`src/rtl/uart_rx_os.sv`:
```
// Oversampling UART receiver: mid-bit sampling, configurable width/parity/stop bits,
// valid/ready delivery with per-word framing/parity flags and an overrun pulse.
module uart_rx_os #(
    parameter int unsigned DATA_BITS  = 8,
    parameter int unsigned OVERSAMPLE = 16,
    parameter int unsigned PARITY     = 0,
    parameter int unsigned STOP_BITS  = 1
) (
    input  logic                 clk,
    input  logic                 rst,
    input  logic                 tick,
    input  logic                 serial_in,
    output logic [DATA_BITS-1:0] rx_data,
    output logic                 rx_valid,
    input  logic                 rx_ready,
    output logic                 frame_err,
    output logic                 parity_err,
    output logic                 overrun,
    output logic                 busy
);
    localparam int unsigned CW = $clog2(OVERSAMPLE);
    localparam int unsigned BW = $clog2(DATA_BITS + 1);
    localparam logic [CW-1:0] CntHalf  = CW'(OVERSAMPLE / 2 - 1);
    localparam logic [CW-1:0] CntLast  = CW'(OVERSAMPLE - 1);
    localparam logic [BW-1:0] DataLast = BW'(DATA_BITS - 1);
    localparam logic [BW-1:0] StopLast = BW'(STOP_BITS - 1);

    typedef enum logic [2:0] {StIdle, StStart, StData, StParity, StStop, StBreak} state_e;

    state_e                state_q, state_d;
    logic [1:0]            sync_q;
    logic [CW-1:0]         cnt_q, cnt_d;
    logic [BW-1:0]         bidx_q, bidx_d;
    logic [DATA_BITS-1:0]  shreg_q, shreg_d;
    logic                  ferr_q, ferr_d;
    logic                  perr_q, perr_d;
    logic [DATA_BITS-1:0]  rx_data_q, rx_data_d;
    logic                  rx_valid_q, rx_valid_d;
    logic                  frame_err_q, frame_err_d;
    logic                  parity_err_q, parity_err_d;
    logic                  overrun_q, overrun_d;
    logic                  s_in, done, load, par_x;

    assign s_in  = sync_q[1];
    assign par_x = (^shreg_q) ^ s_in;

    always_comb begin
        state_d = state_q;
        cnt_d   = cnt_q;
        bidx_d  = bidx_q;
        shreg_d = shreg_q;
        ferr_d  = ferr_q;
        perr_d  = perr_q;
        done    = 1'b0;
        if (tick) begin
            unique case (state_q)
                StIdle: begin
                    if (!s_in) begin
                        state_d = StStart;
                        cnt_d   = '0;
                    end
                end
                StStart: begin
                    if (cnt_q == CntHalf) begin
                        cnt_d  = '0;
                        bidx_d = '0;
                        ferr_d = 1'b0;
                        perr_d = 1'b0;
                        state_d = s_in ? StIdle : StData;
                    end else begin
                        cnt_d = cnt_q + 1'b1;
                    end
                end
                StData: begin
                    if (cnt_q == CntLast) begin
                        cnt_d   = '0;
                        shreg_d = {s_in, shreg_q[DATA_BITS-1:1]};
                        bidx_d  = bidx_q + 1'b1;
                        if (bidx_q == DataLast) begin
                            bidx_d  = '0;
                            state_d = (PARITY != 0) ? StParity : StStop;
                        end
                    end else begin
                        cnt_d = cnt_q + 1'b1;
                    end
                end
                StParity: begin
                    if (cnt_q == CntLast) begin
                        cnt_d   = '0;
                        perr_d  = (PARITY == 1) ? ~par_x : par_x;
                        state_d = StStop;
                    end else begin
                        cnt_d = cnt_q + 1'b1;
                    end
                end
                StStop: begin
                    if (cnt_q == CntLast) begin
                        cnt_d = '0;
                        if (!s_in) ferr_d = 1'b1;
                        if (bidx_q == StopLast) begin
                            done    = 1'b1;
                            state_d = s_in ? StIdle : StBreak;
                        end else begin
                            bidx_d = bidx_q + 1'b1;
                        end
                    end else begin
                        cnt_d = cnt_q + 1'b1;
                    end
                end
                StBreak: begin
                    if (s_in) state_d = StIdle;
                end
                default: state_d = StIdle;
            endcase
        end
    end

    // A held, unconsumed word wins over a newly completed frame.
    always_comb begin
        load         = done && (!rx_valid_q || rx_ready);
        rx_valid_d   = rx_valid_q;
        rx_data_d    = rx_data_q;
        frame_err_d  = frame_err_q;
        parity_err_d = parity_err_q;
        overrun_d    = done && !load;
        if (rx_valid_q && rx_ready) rx_valid_d = 1'b0;
        if (load) begin
            rx_valid_d   = 1'b1;
            rx_data_d    = shreg_q;
            frame_err_d  = ferr_q | ~s_in;
            parity_err_d = perr_q;
        end
    end

    always_ff @(posedge clk or negedge rst) begin
        if (!rst) begin
            sync_q       <= 2'b11;
            state_q      <= StIdle;
            cnt_q        <= '0;
            bidx_q       <= '0;
            shreg_q      <= '0;
            ferr_q       <= 1'b0;
            perr_q       <= 1'b0;
            rx_data_q    <= '0;
            rx_valid_q   <= 1'b0;
            frame_err_q  <= 1'b0;
            parity_err_q <= 1'b0;
            overrun_q    <= 1'b0;
        end else begin
            sync_q       <= {sync_q[0], serial_in};
            state_q      <= state_d;
            cnt_q        <= cnt_d;
            bidx_q       <= bidx_d;
            shreg_q      <= shreg_d;
            ferr_q       <= ferr_d;
            perr_q       <= perr_d;
            rx_data_q    <= rx_data_d;
            rx_valid_q   <= rx_valid_d;
            frame_err_q  <= frame_err_d;
            parity_err_q <= parity_err_d;
            overrun_q    <= overrun_d;
        end
    end

    assign rx_data    = rx_data_q;
    assign rx_valid   = rx_valid_q;
    assign frame_err  = frame_err_q;
    assign parity_err = parity_err_q;
    assign overrun    = overrun_q;
    assign busy       = (state_q != StIdle);

endmodule
```
`config.mk`:
```
export PLATFORM = sky130hd
export DESIGN_NAME = uart_rx_os
export DESIGN_NICKNAME = d
export VERILOG_FILES = /design/src/rtl/uart_rx_os.sv
export SDC_FILE = /design/constraint.sdc
export NUM_CORES = 1
export LEC_CHECK = 0
export CORE_MARGIN = 2
export CORE_UTILIZATION = 50
export DETAILED_ROUTE_END_ITERATION = 10
export PLACE_DENSITY_LB_ADDON = 0.15
export RECOVER_POWER = 50
export SLEW_MARGIN = 20
export SYNTH_ARGS = -nofsm -noshare
export SYNTH_HDL_FRONTEND = slang
export SYNTH_SLANG_ARGS = --single-unit
```
`constraint.sdc`:
```
create_clock -name clk -period 2.7 [get_ports clk]
set_input_delay 0.54 -clock clk [delete_from_list [all_inputs] [get_ports clk]]
set_output_delay 0.54 -clock clk [all_outputs]
set_load 0.01 [all_outputs]
```
Word-level counts from Yosys, hierarchy flattened
Index checks and enable logic that the tools add are counted.

word-level totals
  word-level logic and storage cells = 90
  output and inout port bits = 13
  flip-flop bits (word level) = 35
  input bits = 5

cells by class
  bitwise gates (word level) = 3
  reductions and logical operators = 22
  muxes and demuxes = 33
  equality and inequality tests = 18
  add/sub/neg operators = 2

operators with widths
  kind                                           count
  two-way mux 4 bit                              8
  two-way mux 3 bit                              9
  case mux 4 bit (3 select lines)                2
  != test 2 bit, second input constant           10
  case mux 3 bit (6 select lines)                1
  two-way mux 1 bit                              10
  AND reduction 9 bit                            1
  nonzero test 3 bit                             3
  adder 4 x 1 -> 4 bit, second input constant    2
  == test 4 x 3 -> 1 bit, second input constant  2
  XOR reduction 8 bit                            1
  == test 3 x 2 -> 1 bit, second input constant  2
  == test 3 bit, second input constant           2
  AND reduction 3 bit                            2
  AND reduction 6 bit                            1
  nonzero test 2 bit                             3
  AND reduction 5 bit                            1
  == test 4 bit, second input constant           1
  logical NOT 4 bit                              1
  case mux 1 bit (2 select lines)                2
  AND reduction 4 bit                            1
  == test 3 x 1 -> 1 bit, second input constant  1
  logical AND 1 bit                              3
  logical NOT 3 bit                              1
  7 further kinds                                8

Depth between registers and ports, before layout
  depth after elaboration = 8
  depth in mapped cells = 8
  mapped depth without buffers = 7

Worst setup path after synthesis
OpenSTA, ideal clock, no wires.

  path kind = register -> register
  start = reg cnt_q[0]
  end = reg parity_err_q, in the netlist parity_err
  arrival = 1783 ps
  cell stages (with the launch flop) = 8
  setup time = 127 ps
  required time = 2573 ps
  period minus slack after synthesis = 1911 ps
  buffers on the path = 2
  slack = 789 ps
  path through = dfrtp_1 -> ha_1 -> and3_1 -> clkbuf_1 -> nand2_1 -> nor4b_4 -> buf_6 -> mux2_1

between the ends
  longest elaborated chain between the ends = 5

RTL lines
  item                    RTL line  text
  start, declared         32        logic [CW-1:0] cnt_q, cnt_d;
  start signal, assigned  152       cnt_q <= cnt_d;
  == test 4 bit           97        if (cnt_q == CntLast) begin
  two-way mux 1 bit       97
  two-way mux 1 bit       56        unique case (state_q)
  two-way mux 1 bit       55        if (tick) begin
  logical AND 1 bit       120       load = done && (!rx_valid_q || rx_ready);
  end signal, assigned    160       parity_err_q <= parity_err_d;
  end, declared           40        logic parity_err_q, parity_err_d;

Every way passes these cells.
A chain may end at the register's enable or synchronous reset.

Worst setup path after layout
  start = reg state_q[1]
  end = out busy

between the ends
  longest elaborated chain between the ends = 1

RTL lines
  item                    RTL line  text
  start, declared         30        state_e state_q, state_d;
  start signal, assigned  138       state_q <= StIdle;
  start signal, assigned  151       state_q <= state_d;
  nonzero test 3 bit      170       assign busy = (state_q != StIdle);
  end, declared           19        output logic busy

Every way passes these cells.

==> flow_metrics.env <==
export IMPL_run_status="complete, but fails checks"
export IMPL_failed_checks="max-capacitance violations, max-slew violations"
export IMPL_tritoncts="done"
export IMPL_slew_limit_headroom=-0.238
export IMPL_final_fill_count=310
export IMPL_measured_slew_at_the_worst_slew_check_pin_ns=1.86
export IMPL_ctsRootBufferMaster="sky130_fd_sc_hd__clkbuf_4"
export IMPL_pre_cts_slack_ns=0.330
export IMPL_final_hpwl_from_detailed_placement_um=2340
export IMPL_grt_antenna_before_repair=0
export IMPL_drv_slew=36
export IMPL_global_route_wire_length_before_repair_um=5990
export IMPL_timing_hold_ws_ns=0.365
export IMPL_cap_violations=1
export IMPL_synthArstFlopShare=1.00
export IMPL_synth_edff_count=0
export IMPL_mapped_area_mm2=0.00183
export IMPL_ys_seq_area_frac=0.480
export IMPL_areaGrowthSynthToFinish_pct=15.9
export IMPL_synthDistinctLibCells=48
export IMPL_required_ns=2.16
export IMPL_cts_post_setup_buffers_inserted=0
export IMPL_worst_setup_path_type="reg -> out"
export IMPL_num_rows=21
export IMPL_worst_skew_pair_late_latency_ns=0.34
export IMPL_worstSetupStartpointType="flop"
export IMPL_cts_hold_repair_buffers=0
export IMPL_count_of_antenna_violating_nets_left_after_detailed_routing=0
export IMPL_post_synth_cell_area_avg_um2=10.5
export IMPL_fin_ws_ns=0.300
export IMPL_power_ir_vdd_worst_v=0.000419
export IMPL_clock_sink_count=35
export IMPL_timing_critical_path_fanout_max=17
export IMPL_synth_cells=174
export IMPL_crit_arrival_ns=1.86
export IMPL_number_of_cells_upsized_or_downsized_after_cts=0
export IMPL_drive_above_1_share=0.130
export IMPL_dieWidth_um=64.5
export IMPL_fin_crit_ns=2.40
export IMPL_port_buffers=17
export IMPL_holdCritPathClass="reg -> reg"
export IMPL_grt_total_usage=0.188
export IMPL_route_detailed_drc=0
export IMPL_setup_violations=0
export IMPL_cts_htree_levels=2
export IMPL_netlist_area_leader_share=0.451
export IMPL_yosys_top_cells_area="sky130_fd_sc_hd__dfrtp_1 45%, sky130_fd_sc_hd__mux2_1 4.9%, sky130_fd_sc_hd__mux2_2 4.9%, sky130_fd_sc_hd__xnor2_1 4.3%, sky130_fd_sc_hd__o21ai_0 3.8%"
export IMPL_synth_nets=182
export IMPL_pwr_density_cell_mw_per_mm2=728
export IMPL_element_type_at_the_critical_path_end="output port"
export IMPL_achievable_frequency_mhz=417
export IMPL_route_detailed_wl_per_inst_um=14.5
export IMPL_clk_transition_reported_paths_ns=0.12
export IMPL_hold_viol_final=0
export IMPL_finalWeightedCongestion=0.838
export IMPL_route_final_wire_length_um=3470
export IMPL_post_route_period_util=0.889
export IMPL_grt_start_max_net_pins=36
export IMPL_unrepaired_setup_endpoints_after_global_routing="false"
export IMPL_die_height_um=64.5
export IMPL_post_synth_top_count_cell="sky130_fd_sc_hd__dfrtp_1"
export IMPL_synth_top_cells_by_count="33 x sky130_fd_sc_hd__dfrtp_1, 14 x sky130_fd_sc_hd__o21ai_0, 12 x sky130_fd_sc_hd__nand2_1"
export IMPL_max_clock_path_buffers=2
export IMPL_drt_first_pass_iters=4
export IMPL_final_setup_skew_ns=0.0167
export IMPL_global_route_overflow_total=0
export IMPL_detail_route_iter0_violations=69
export IMPL_core_region_area_mm2=0.00342
export IMPL_io_pin_count=18
export IMPL_cts_made_buffers=5
export IMPL_power_leakage_uw=0.000948
export IMPL_num_vias=1357
export IMPL_synth_warning_count=0
export IMPL_fin_tns_setup_ns=0
export IMPL_number_of_global_route_vias_before_repair=1337
export IMPL_synth_main_ff_cell="sky130_fd_sc_hd__dfrtp_1"
export IMPL_die_area_mm2=0.00416
export IMPL_antenna_diode_count=0
export IMPL_ys_ff_latch=35
export IMPL_start_util=0.536
export IMPL_synth_area_leader_cell="sky130_fd_sc_hd__dfrtp_1"
export IMPL_routed_via_density=5.68
export IMPL_final_net_count=200
per-layer routing:
| layer | wire length [µm] | vias to the layer above | GRT usage |
|---|---|---|---|
| li1 | - | 659 | - |
| met1 | 1560 | 659 | 0.224 |
| met2 | 1680 | 31 | 0.316 |
| met3 | 169 | 8 | 0.0625 |
| met4 | 61 | 0 | 0.0665 |
| met5 | 0 | - | 0 |
registers in the layout, summed over array words and instances (netlist names):
register / count
frame_err: 1
ferr_q: 1
perr_q: 1
rx_data: 8
shreg_q: 8
cnt_q: 4
overrun: 1
sync_q: 2
rx_valid: 1
bidx_q: 4
parity_err: 1
state_q: 3
critical path, cell delays in order, from the launching register on:
cell	delay, ns
sky130_fd_sc_hd__dfrtp_1	0.58
sky130_fd_sc_hd__or3_1	0.45
sky130_fd_sc_hd__clkdlybuf4s50_1	0.49
cell type report:
| class | instances | area [µm²] | area share |
|---|---|---|---|
| well taps | 46 | 57.6 | 0.0272 |
| inverters | 5 | 18.8 | 0.00885 |
| clock buffers | 6 | 51.3 | 0.0242 |
| repair buffers | 22 | 200 | 0.0945 |
| flip-flops and latches | 35 | 878 | 0.414 |
| clock inverters | 2 | 35.0 | 0.0165 |
| multi-input cells | 123 | 878 | 0.414 |
metrics by stage:
stage,std cells,instance area [µm²],util,power [µW]
floorplan,174,1830,-,1030
global placement,231,2040,0.597,1140
detailed placement,231,2040,0.597,1160
CTS,239,2130,0.623,1560
global route,239,2120,0.621,1660
finish,239,2120,0.621,1540
report_power, final:
group	switching, µW	leakage (µW)	internal [µW]
combinational	278	0.000425	205
sequential	89.0	0.000474	579
clock	173	0.0000482	219
cells by family after synthesis:
family,share of synthesized area
buffers and inverters,0.0397
flip-flops,0.480
AO/OA/AOI/OAI,0.142
XOR/XNOR,0.0431
multiplexers,0.104
AND/OR/NAND/NOR,0.170
adder cells (fa/ha/maj),0.0205
final timing paths:
| path | start | endpoint | slack (ns) | cells after the start |
|---|---|---|---|---|
| min in group asynchronous | rst | cnt_q[1] | 1.16 | 2 |
| min reg2reg | sync_q[0] | sync_q[1] | 0.37 | 0 |
| max in group asynchronous | rst | rx_data[2] | 0.46 | 2 |
| min | sync_q[0] | sync_q[1] | 0.37 | 0 |
| max reg2reg | state_q[1] | rx_data[0] | 0.50 | 4 |
| max | state_q[1] | busy | 0.30 | 2 |
placed cells by master (no fill, tap or decap), types with 3 or more instances in the layout:
cell	instances
sky130_fd_sc_hd__dfrtp_1	33
sky130_fd_sc_hd__clkdlybuf4s50_1	16
sky130_fd_sc_hd__o21ai_0	14
sky130_fd_sc_hd__nand2_1	12
sky130_fd_sc_hd__nor2_1	10
sky130_fd_sc_hd__xnor2_1	9
sky130_fd_sc_hd__mux2_1	8
sky130_fd_sc_hd__mux2_2	8
sky130_fd_sc_hd__a21oi_1	7
sky130_fd_sc_hd__inv_1	5
sky130_fd_sc_hd__nand3_1	5
sky130_fd_sc_hd__clkbuf_4	5
sky130_fd_sc_hd__and3_1	4
sky130_fd_sc_hd__nand2b_1	4
sky130_fd_sc_hd__nor3b_1	3
sky130_fd_sc_hd__a31oi_1	3
sky130_fd_sc_hd__ha_1	3
sky130_fd_sc_hd__buf_4	3
(Power assumes the default switching activity.)
